`src/rtl/pc_update_pkg.sv`:
```
// -----------------------------------------------------------------------------
// pc_update_pkg
// Shared definitions for the PC update unit of the multicycle MIPS core:
//   - branch condition encodings carried on BranchOp
//   - exception type encodings carried on ExcpType
//   - exception-entry sequencer states
//   - default memory address of the first exception handler byte
// -----------------------------------------------------------------------------
package pc_update_pkg;

    // Branch condition selected by the control unit for PCWriteCond.
    typedef enum logic [1:0] {
        BR_EQ = 2'b00,  // beq : taken when Zero
        BR_NE = 2'b01,  // bne : taken when !Zero
        BR_LE = 2'b10,  // ble : taken when Zero | !Gt
        BR_GT = 2'b11   // bgt : taken when Gt
    } branch_op_e;

    // Exception causes. Encoding 3 is reserved and folded onto EXC_DIV0.
    typedef enum logic [1:0] {
        EXC_OPCODE = 2'd0,
        EXC_OVF    = 2'd1,
        EXC_DIV0   = 2'd2
    } exc_type_e;

    // Exception-entry sequencer.
    typedef enum logic [1:0] {
        S_IDLE = 2'd0,
        S_SAVE = 2'd1,
        S_READ = 2'd2,
        S_LOAD = 2'd3
    } excp_state_e;

    // Handler byte for exception type n lives at DEFAULT_EXC_BASE + n.
    localparam logic [31:0] DEFAULT_EXC_BASE = 32'd253;

    // Map the raw 2-bit cause onto a legal exception type.
    function automatic exc_type_e fold_exc_type(input logic [1:0] raw);
        exc_type_e t;
        unique case (raw)
            2'd0:    t = EXC_OPCODE;
            2'd1:    t = EXC_OVF;
            default: t = EXC_DIV0;
        endcase
        return t;
    endfunction

endpackage : pc_update_pkg

```
`src/rtl/pc_update_unit_branch_cond_eval.sv`:
```
// -----------------------------------------------------------------------------
// branch_cond_eval
// Purely combinational evaluation of the branch condition from the ALU flags.
// Ports:
//   i_branch_op  in  2  branch condition select (BR_EQ/BR_NE/BR_LE/BR_GT)
//   i_zero       in  1  ALU zero flag
//   i_gt         in  1  ALU A>B flag
//   o_cond       out 1  condition is true
// -----------------------------------------------------------------------------
module branch_cond_eval
    import pc_update_pkg::*;
(
    input  logic [1:0] i_branch_op,
    input  logic       i_zero,
    input  logic       i_gt,
    output logic       o_cond
);

    always_comb begin
        o_cond = 1'b0;
        unique case (branch_op_e'(i_branch_op))
            BR_EQ:   o_cond = i_zero;
            BR_NE:   o_cond = ~i_zero;
            BR_LE:   o_cond = i_zero | ~i_gt;
            BR_GT:   o_cond = i_gt;
            default: o_cond = 1'b0;
        endcase
    end

endmodule : branch_cond_eval

```
`src/rtl/pc_update_unit.sv`:
```
// -----------------------------------------------------------------------------
// pc_update_unit
// Owns the architectural PC and EPC of the multicycle MIPS core. Writes PC from
// the PC-source mux on an unconditional strobe or on a taken branch, and runs
// the exception-entry sequence: save EPC, fetch the handler byte, load PC.
//
// Parameters:
//   RESET_PC   PC value after reset
//   EXC_BASE   address of the handler byte for exception type 0 (type n: +n)
//   MEM_LAT    cycles from ExcpMemRead asserted to MemExcpByte valid (1..7)
//
// Ports:
//   clk          in  1   core clock, rising edge
//   reset        in  1   asynchronous active-low reset
//   PCWrite      in  1   unconditional PC write strobe
//   PCWriteCond  in  1   conditional (branch) PC write strobe
//   BranchOp     in  2   branch condition select
//   Zero         in  1   ALU zero flag
//   Gt           in  1   ALU A>B flag
//   MuxPCSrcOut  in  32  next-PC value
//   ExcpReq      in  1   exception request pulse
//   ExcpType     in  2   exception cause (3 treated as 2)
//   MemExcpByte  in  8   handler byte returned by memory
//   PCOut        out 32  current PC
//   EPCOut       out 32  exception PC
//   ExcpMemAddr  out 32  handler byte address
//   ExcpMemRead  out 1   handler byte read request
//   ExcpBusy     out 1   sequencer active; control unit stalls
// -----------------------------------------------------------------------------
module pc_update_unit
    import pc_update_pkg::*;
#(
    parameter logic [31:0] RESET_PC = 32'h0000_0000,
    parameter logic [31:0] EXC_BASE = DEFAULT_EXC_BASE,
    parameter int unsigned MEM_LAT  = 2
) (
    input  logic        clk,
    input  logic        reset,
    input  logic        PCWrite,
    input  logic        PCWriteCond,
    input  logic [1:0]  BranchOp,
    input  logic        Zero,
    input  logic        Gt,
    input  logic [31:0] MuxPCSrcOut,
    input  logic        ExcpReq,
    input  logic [1:0]  ExcpType,
    input  logic [7:0]  MemExcpByte,
    output logic [31:0] PCOut,
    output logic [31:0] EPCOut,
    output logic [31:0] ExcpMemAddr,
    output logic        ExcpMemRead,
    output logic        ExcpBusy
);

    // Last value of the READ wait counter before moving on to LOAD.
    localparam logic [2:0] CNT_LAST = 3'(MEM_LAT - 1);

    excp_state_e r_state;
    excp_state_e w_next_state;
    exc_type_e   r_type;
    logic [31:0] r_pc;
    logic [31:0] r_epc;
    logic [31:0] r_addr;
    logic [2:0]  r_cnt;
    logic        w_cond;
    logic        w_take;
    logic        w_cnt_done;

    branch_cond_eval u_branch_cond_eval (
        .i_branch_op (BranchOp),
        .i_zero      (Zero),
        .i_gt        (Gt),
        .o_cond      (w_cond)
    );

    // PCWrite forces the write regardless of the branch outcome.
    assign w_take     = PCWrite | (PCWriteCond & w_cond);
    assign w_cnt_done = (r_cnt == CNT_LAST);

    // -------------------------------------------------------------------------
    // Sequencer next-state logic
    // -------------------------------------------------------------------------
    always_comb begin
        w_next_state = r_state;
        unique case (r_state)
            S_IDLE:  if (ExcpReq) w_next_state = S_SAVE;
            S_SAVE:  w_next_state = S_READ;
            S_READ:  if (w_cnt_done) w_next_state = S_LOAD;
            S_LOAD:  w_next_state = S_IDLE;
            default: w_next_state = S_IDLE;
        endcase
    end

    // -------------------------------------------------------------------------
    // State, PC, EPC, handler address and wait counter
    // -------------------------------------------------------------------------
    always_ff @(posedge clk or negedge reset) begin
        if (!reset) begin
            r_state <= S_IDLE;
            r_type  <= EXC_OPCODE;
            r_pc    <= RESET_PC;
            r_epc   <= '0;
            r_addr  <= '0;
            r_cnt   <= '0;
        end else begin
            r_state <= w_next_state;
            unique case (r_state)
                S_IDLE: begin
                    // An exception request takes priority over any PC write.
                    if (ExcpReq) begin
                        r_type <= fold_exc_type(ExcpType);
                    end else if (w_take) begin
                        r_pc <= MuxPCSrcOut;
                    end
                    r_cnt <= '0;
                end
                S_SAVE: begin
                    // PC was already advanced at fetch; EPC points at the
                    // faulting instruction (32-bit wrap is intended).
                    r_epc  <= r_pc - 32'd4;
                    r_addr <= EXC_BASE + 32'(r_type);
                end
                S_READ: begin
                    r_cnt <= w_cnt_done ? '0 : r_cnt + 3'd1;
                end
                S_LOAD: begin
                    r_pc <= {24'b0, MemExcpByte};
                end
                default: begin
                    r_cnt <= '0;
                end
            endcase
        end
    end

    assign PCOut       = r_pc;
    assign EPCOut      = r_epc;
    assign ExcpMemAddr = r_addr;
    assign ExcpMemRead = (r_state == S_READ);
    assign ExcpBusy    = (r_state != S_IDLE);

endmodule : pc_update_unit

```
`config.mk`:
```
export PLATFORM = sky130hd
export DESIGN_NAME = pc_update_unit
export DESIGN_NICKNAME = d
export VERILOG_FILES = /design/src/rtl/pc_update_pkg.sv /design/src/rtl/pc_update_unit_branch_cond_eval.sv /design/src/rtl/pc_update_unit.sv
export SDC_FILE = /design/constraint.sdc
export NUM_CORES = 1
export LEC_CHECK = 0
export CAP_MARGIN = 5
export CELL_PAD_IN_SITES_DETAIL_PLACEMENT = 1
export CELL_PAD_IN_SITES_GLOBAL_PLACEMENT = 2
export CORE_AREA = 5 5 103 105
export CTS_CLUSTER_DIAMETER = 50
export DETAILED_ROUTE_END_ITERATION = 16
export DIE_AREA = 0 0 108 110
export DONT_BUFFER_PORTS = 1
export GPL_ROUTABILITY_DRIVEN = 1
export PLACE_DENSITY_LB_ADDON = 0.15
export SYNTH_ARGS = -nofsm -noshare
export SYNTH_HDL_FRONTEND = slang
export SYNTH_HIERARCHICAL = 1
export SYNTH_SLANG_ARGS = --single-unit
```
`constraint.sdc`:
```
create_clock -name clk -period 3.63 [get_ports clk]
set_input_delay 0.5445 -clock clk [delete_from_list [all_inputs] [get_ports clk]]
set_output_delay 0.5445 -clock clk [all_outputs]
set_load 0.02 [all_outputs]
```
Word level (Yosys, flattened, before mapping) --
Cells that the tools add are included.
Storage, ports and cells: register bits after elaboration 103, input bits 51, output and inout port bits 98
Cells by class: $add $sub $neg 3, equality and inequality tests 12, muxes and demuxes 10, bitwise operators 5, reduce and logical (&&, ||, !) cells 9
Operator list (count):
- $mux W32 | 2
- $pmux W32 S2 | 1
- $sub A32 B3 Y32 const B | 1
- $add A8 B2 Y9 const A | 1
- $eq A2 B2 Y1 const B | 4
- $pmux W2 S4 | 1
- $eq A2 B1 Y1 const B | 3
- $logic_not A2 Y1 | 3
- $ne A2 B2 Y1 const B | 3
- $pmux W3 S2 | 1
- $reduce_bool A2 Y1 | 3
- $mux W2 | 2
- $pmux W1 S4 | 1
- $pmux W2 S2 | 1
- $reduce_and A2 Y1 | 2
- $add A3 B1 Y3 const B | 1
- $eq A3 B1 Y1 const B | 1
- $mux W3 | 1
- $reduce_and A3 Y1 | 1
- $ne A2 B1 Y1 const B | 1
- $not A1 Y1 | 2
- $or A1 B1 Y1 | 2
- $and A1 B1 Y1 | 1

Logic depth before layout (Yosys ltp) --
depth in word-level cells 8, depth in mapped cells 8, gate-level depth less buffers 7

By module --
The synthesis kept the hierarchy.
Modules (own cells, without submodules):
- pc_update_unit | instances 1, cells an instance 354, area each 3687.3 um^2
- branch_cond_eval | instances 1, cells an instance 4, area each 32.5 um^2

Worst setup path before layout --
No wires, ideal clock.
path kind reg2reg, start point reg r_state[0], end point reg r_pc[11] (netlist: PCOut[11]), data arrival time 1892 ps, data required time 3565 ps, path slack 1673 ps, cell stages (with the launch flop) 7, buffers on the path 1, period minus slack after synthesis 1957 ps, cell sequence dfrtp_1 > inv_1 > ha_1 > inv_1 > nor4_1 > clkbuf_1 > a22o_2
Between the ends: word-level cells in the longest chain between the ends 3
Ends and longest elaborated chain:
- start: declaration | RTL line pc_update_unit.sv:58 | excp_state_e r_state;
- start signal: assignment | RTL line pc_update_unit.sv:106 | r_state <= w_next_state;
- $eq A2 B2 Y1 or $logic_not A2 Y1 (tied branches) | RTL line pc_update_unit.sv:107 | unique case (r_state)
- $reduce_bool A2 Y1 (no line) or $ne A2 B2 Y1 (tied branches)
- $reduce_and A3 Y1 (no line)
- end signal: assignment | RTL line pc_update_unit.sv:113 | r_pc <= MuxPCSrcOut;
- end signal: assignment | RTL line pc_update_unit.sv:127 | r_pc <= {24'b0, MemExcpByte};
- end: declaration | RTL line pc_update_unit.sv:61 | logic [31:0] r_pc;
Parallel ways exist; a longest one is shown, timed or not. A chain may end at the register's enable or synchronous reset.

Worst setup path in the final report --
start point reg r_state[0], end point reg r_pc[19] (netlist: PCOut[19])
Same word-level chain as after synthesis.

==> flow_metrics.py <==
metrics = {
    "run_status": {
        "outcome": "finished clean",
    },
    "run": {
        "cap_violations": 0,
    },
    "grt": {
        "antenna_found_initial": 0,
        "grt_max_degree": 76,
        "grt_pass1_vias": 2612,
        "grt.overflow.total": 0,
        "track_usage": 0.1627,
        "grt_pass1_wl_mm": 14.81,
    },
    "synthesis": {
        "synth_cell_types": 39,
        "postSynthAreaPerCell_um2": 10.39,
        "synth_top_family_by_area": "simple AND/OR/NAND/NOR gates",
        "ys_seq_area_frac": 0.5045,
        "synthCells": 358,
        "synthAdderAreaFrac": 0.02018,
        "synth_compound_area_frac": 0.1214,
        "synthMuxAreaShare": 0.05079,
        "yosys.area_share.simple": 0.1463,
        "ys.flop_type": "dfrtp_1",
        "synthXorXnorAreaFrac": 0.07064,
        "ys_ff_latch": 75,
        "synth_async_sr_flop_share": 1.000,
        "syn_area_um2": 3720,
        "synth_warnings": 6,
        "synth_edf_count": 0,
    },
    "layout": {
        "stdcell_count": 488,
        "final_util": 0.4176,
        "syn2layout_area_growth_pct": 7.198,
        "diodes": 0,
        "final_nets": 407,
        "drive_gt1_frac": 0.09859,
        "design_area_um2": 3988,
    },
    "setup_path": {
        "worstRegToRegCells": 6,
        "cp-start-kind": "register",
        "cp_cell_sequence": "inv_1 > ha_1 > inv_1 > nor4_2 > buf_4 > a22o_1",
        "cp_top_family": "simple AND/OR/NAND/NOR gates",
        "path_max_fanout": 12,
        "max_stage_delay_ps": 940,
        "path_class": "register to register",
        "cp_data_arrival_time_ps": 2670,
        "cp.depth": 6,
        "worst_setup_path_end_kind": "register",
        "crit_buf_inv": 3,
        "slowest_stage": "nor4_2",
        "crit_required_ps": 3910,
        "cpMostUsedCell": "inv_1",
    },
    "placement": {
        "hpwl_mm": 6.794,
        "pre_cts_ws_ps": 1142,
        "io_buffers": 0,
        "place_area_um2": 3732,
        "dp.cells": 471,
        "gp_congestion": 0.6968,
    },
    "worst_hold_path": {
        "worstHoldPathType": "primary input to async pin",
    },
    "clock_network": {
        "cts_buffers": 9,
        "cts_tree": "built",
        "clk_latency_ps": 350,
        "clkSinkCount": 75,
        "cts_max_path_buffers": 2,
        "cts.clk_slew.worst_paths_ps": 90,
        "ctsRootBufferMaster": "clkbuf_8",
        "cts-htree-levels": 3,
    },
    "sta": {
        "finalWorstSetupSlack_ps": 1238,
        "finalHoldViolCount": 0,
        "skew_ps": 12.77,
        "fin_crit_ps": 2392,
        "worst_pin_slew_ps": 1082,
        "whs_ps": 63.31,
        "slew_violations": 0,
        "grt_setup_unrepaired": "false",
        "setup_viol": 0,
        "slew_headroom": 0.2788,
        "tns_ps": 0,
        "timing.final.crit_share": 0.6588,
        "max_freq_ghz": 0.4181,
    },
    "die": {
        "die_x_um": 108,
        "die_h_um": 110,
        "start_util": 0.3895,
        "core_area_um2": 9549,
        "num_rows": 36,
        "ios": 149,
        "die_area_um2": 11880,
    },
    "drt": {
        "dr.pass1.iters": 4,
        "route.vias.total": 2532,
        "vias_per_cell": 5.189,
        "drc": 0,
        "ant_nets": 0,
        "drtIter0Drc": 95,
        "wire_per_inst_um": 19.25,
        "wl_mm": 9.395,
    },
    "pwr": {
        "vdd_ir_drop_max_mv": 0.4600,
        "power.total_mw": 4.103,
        "power_density_nw_per_um2": 1029,
        "leakagePower_nw": 1.721,
    },
}
==> kinds of logic after synthesis <==
logic type | after synthesis
xor+xnor | 30
compound gates | 69
buf+inv | 55
other cells | 1
simple gates | 104
fa+ha+maj | 6
mux | 18
flops | 75
==> routing by layer <==
metal  global-route usage  part of all wire  vias up
met5                    0                 0        -
met4              0.05140             0.013        0
met3              0.06174             0.084       11
met2               0.2473              0.45       95
met1               0.2157              0.45     1247
li1                     -                 -     1179
==> cell usage after synthesis, types with 2 or more instances <==
| library cell | instances | share of area |
|---|---|---|
| a21oi_1 | 30 | 0.040 |
| a22o_1 | 25 | 0.059 |
| and3_1 | 2 | 0.0034 |
| buf_4 | 29 | 0.059 |
| clkbuf_1 | 14 | 0.014 |
| dfrtp_1 | 75 | 0.50 |
| ha_1 | 6 | 0.020 |
| inv_1 | 10 | 0.010 |
| mux2_2 | 7 | 0.021 |
| mux2i_1 | 11 | 0.030 |
| nand2_1 | 17 | 0.017 |
| nand3_1 | 9 | 0.012 |
| nand3b_1 | 2 | 0.0040 |
| nand4b_1 | 2 | 0.0047 |
| nor2_1 | 41 | 0.041 |
| nor3_1 | 9 | 0.012 |
| nor4_1 | 8 | 0.013 |
| nor4b_4 | 2 | 0.013 |
| o21ai_0 | 11 | 0.015 |
| xnor2_1 | 16 | 0.038 |
| xor2_1 | 14 | 0.033 |
==> path summary, 6_finish.rpt <==
| kind | start | endpoint | slack, ps |
|---|---|---|---|
| min | reset | EPCOut[4] | 60 |
| max in group asynchronous | reset | PCOut[15] | 3230 |
| min in group clk | MuxPCSrcOut[31] | PCOut[31] | 330 |
| max | r_state[0] | PCOut[19] | 1240 |
| max reg2reg | r_state[0] | PCOut[19] | 1240 |
| min reg2reg | r_type[0] | ExcpMemAddr[0] | 480 |
==> cell usage in the layout (no fill, tap or decap), types with 2 or more instances in the layout <==
master / n
a21oi_1: 29
a22o_1: 25
and3_1: 2
buf_4: 3
bufinv_16: 2
clkbuf_8: 11
conb_1: 23
dfrtp_1: 75
ha_1: 5
inv_1: 10
mux2_2: 7
mux2i_1: 11
nand2_1: 17
nand3_1: 9
nand3b_1: 2
nand4b_1: 2
nor2_1: 41
nor3_1: 9
nor4_1: 7
nor4b_4: 2
o21ai_0: 11
xnor2_1: 16
xor2_1: 14
==> registers in the layout, indices dropped and copies added, names as in the netlist <==
register and cells:
r_type 2, r_state 2, ExcpMemAddr 4, r_cnt 3, PCOut 32, EPCOut 32
==> power breakdown <==
group	switching, mW	leakage, nW	internal (mW)
registers	0.843	0.923	1.20
clock network	0.312	0.113	0.424
logic	0.769	0.684	0.559
total	1.92	1.72	2.18
==> area by class of cell <==
type	instances	area, um^2
fillers	1074	5562
flip-flops and latches	75	1877
multi-input cells	250	1629
well taps	133	166.4
clock buffers	12	155.1
clock inverters	4	72.57
repair buffers	4	50.05
inverters	10	37.54
==> timing repair <==
action / CTS / global route
resized for setup: 0 / 0
hold endpoints to repair: 75 / 0
setup endpoints to repair: 0 / 0
buffers inserted: 0 / 0
hold buffers: 1 / 0
(Power assumes the default switching activity.)
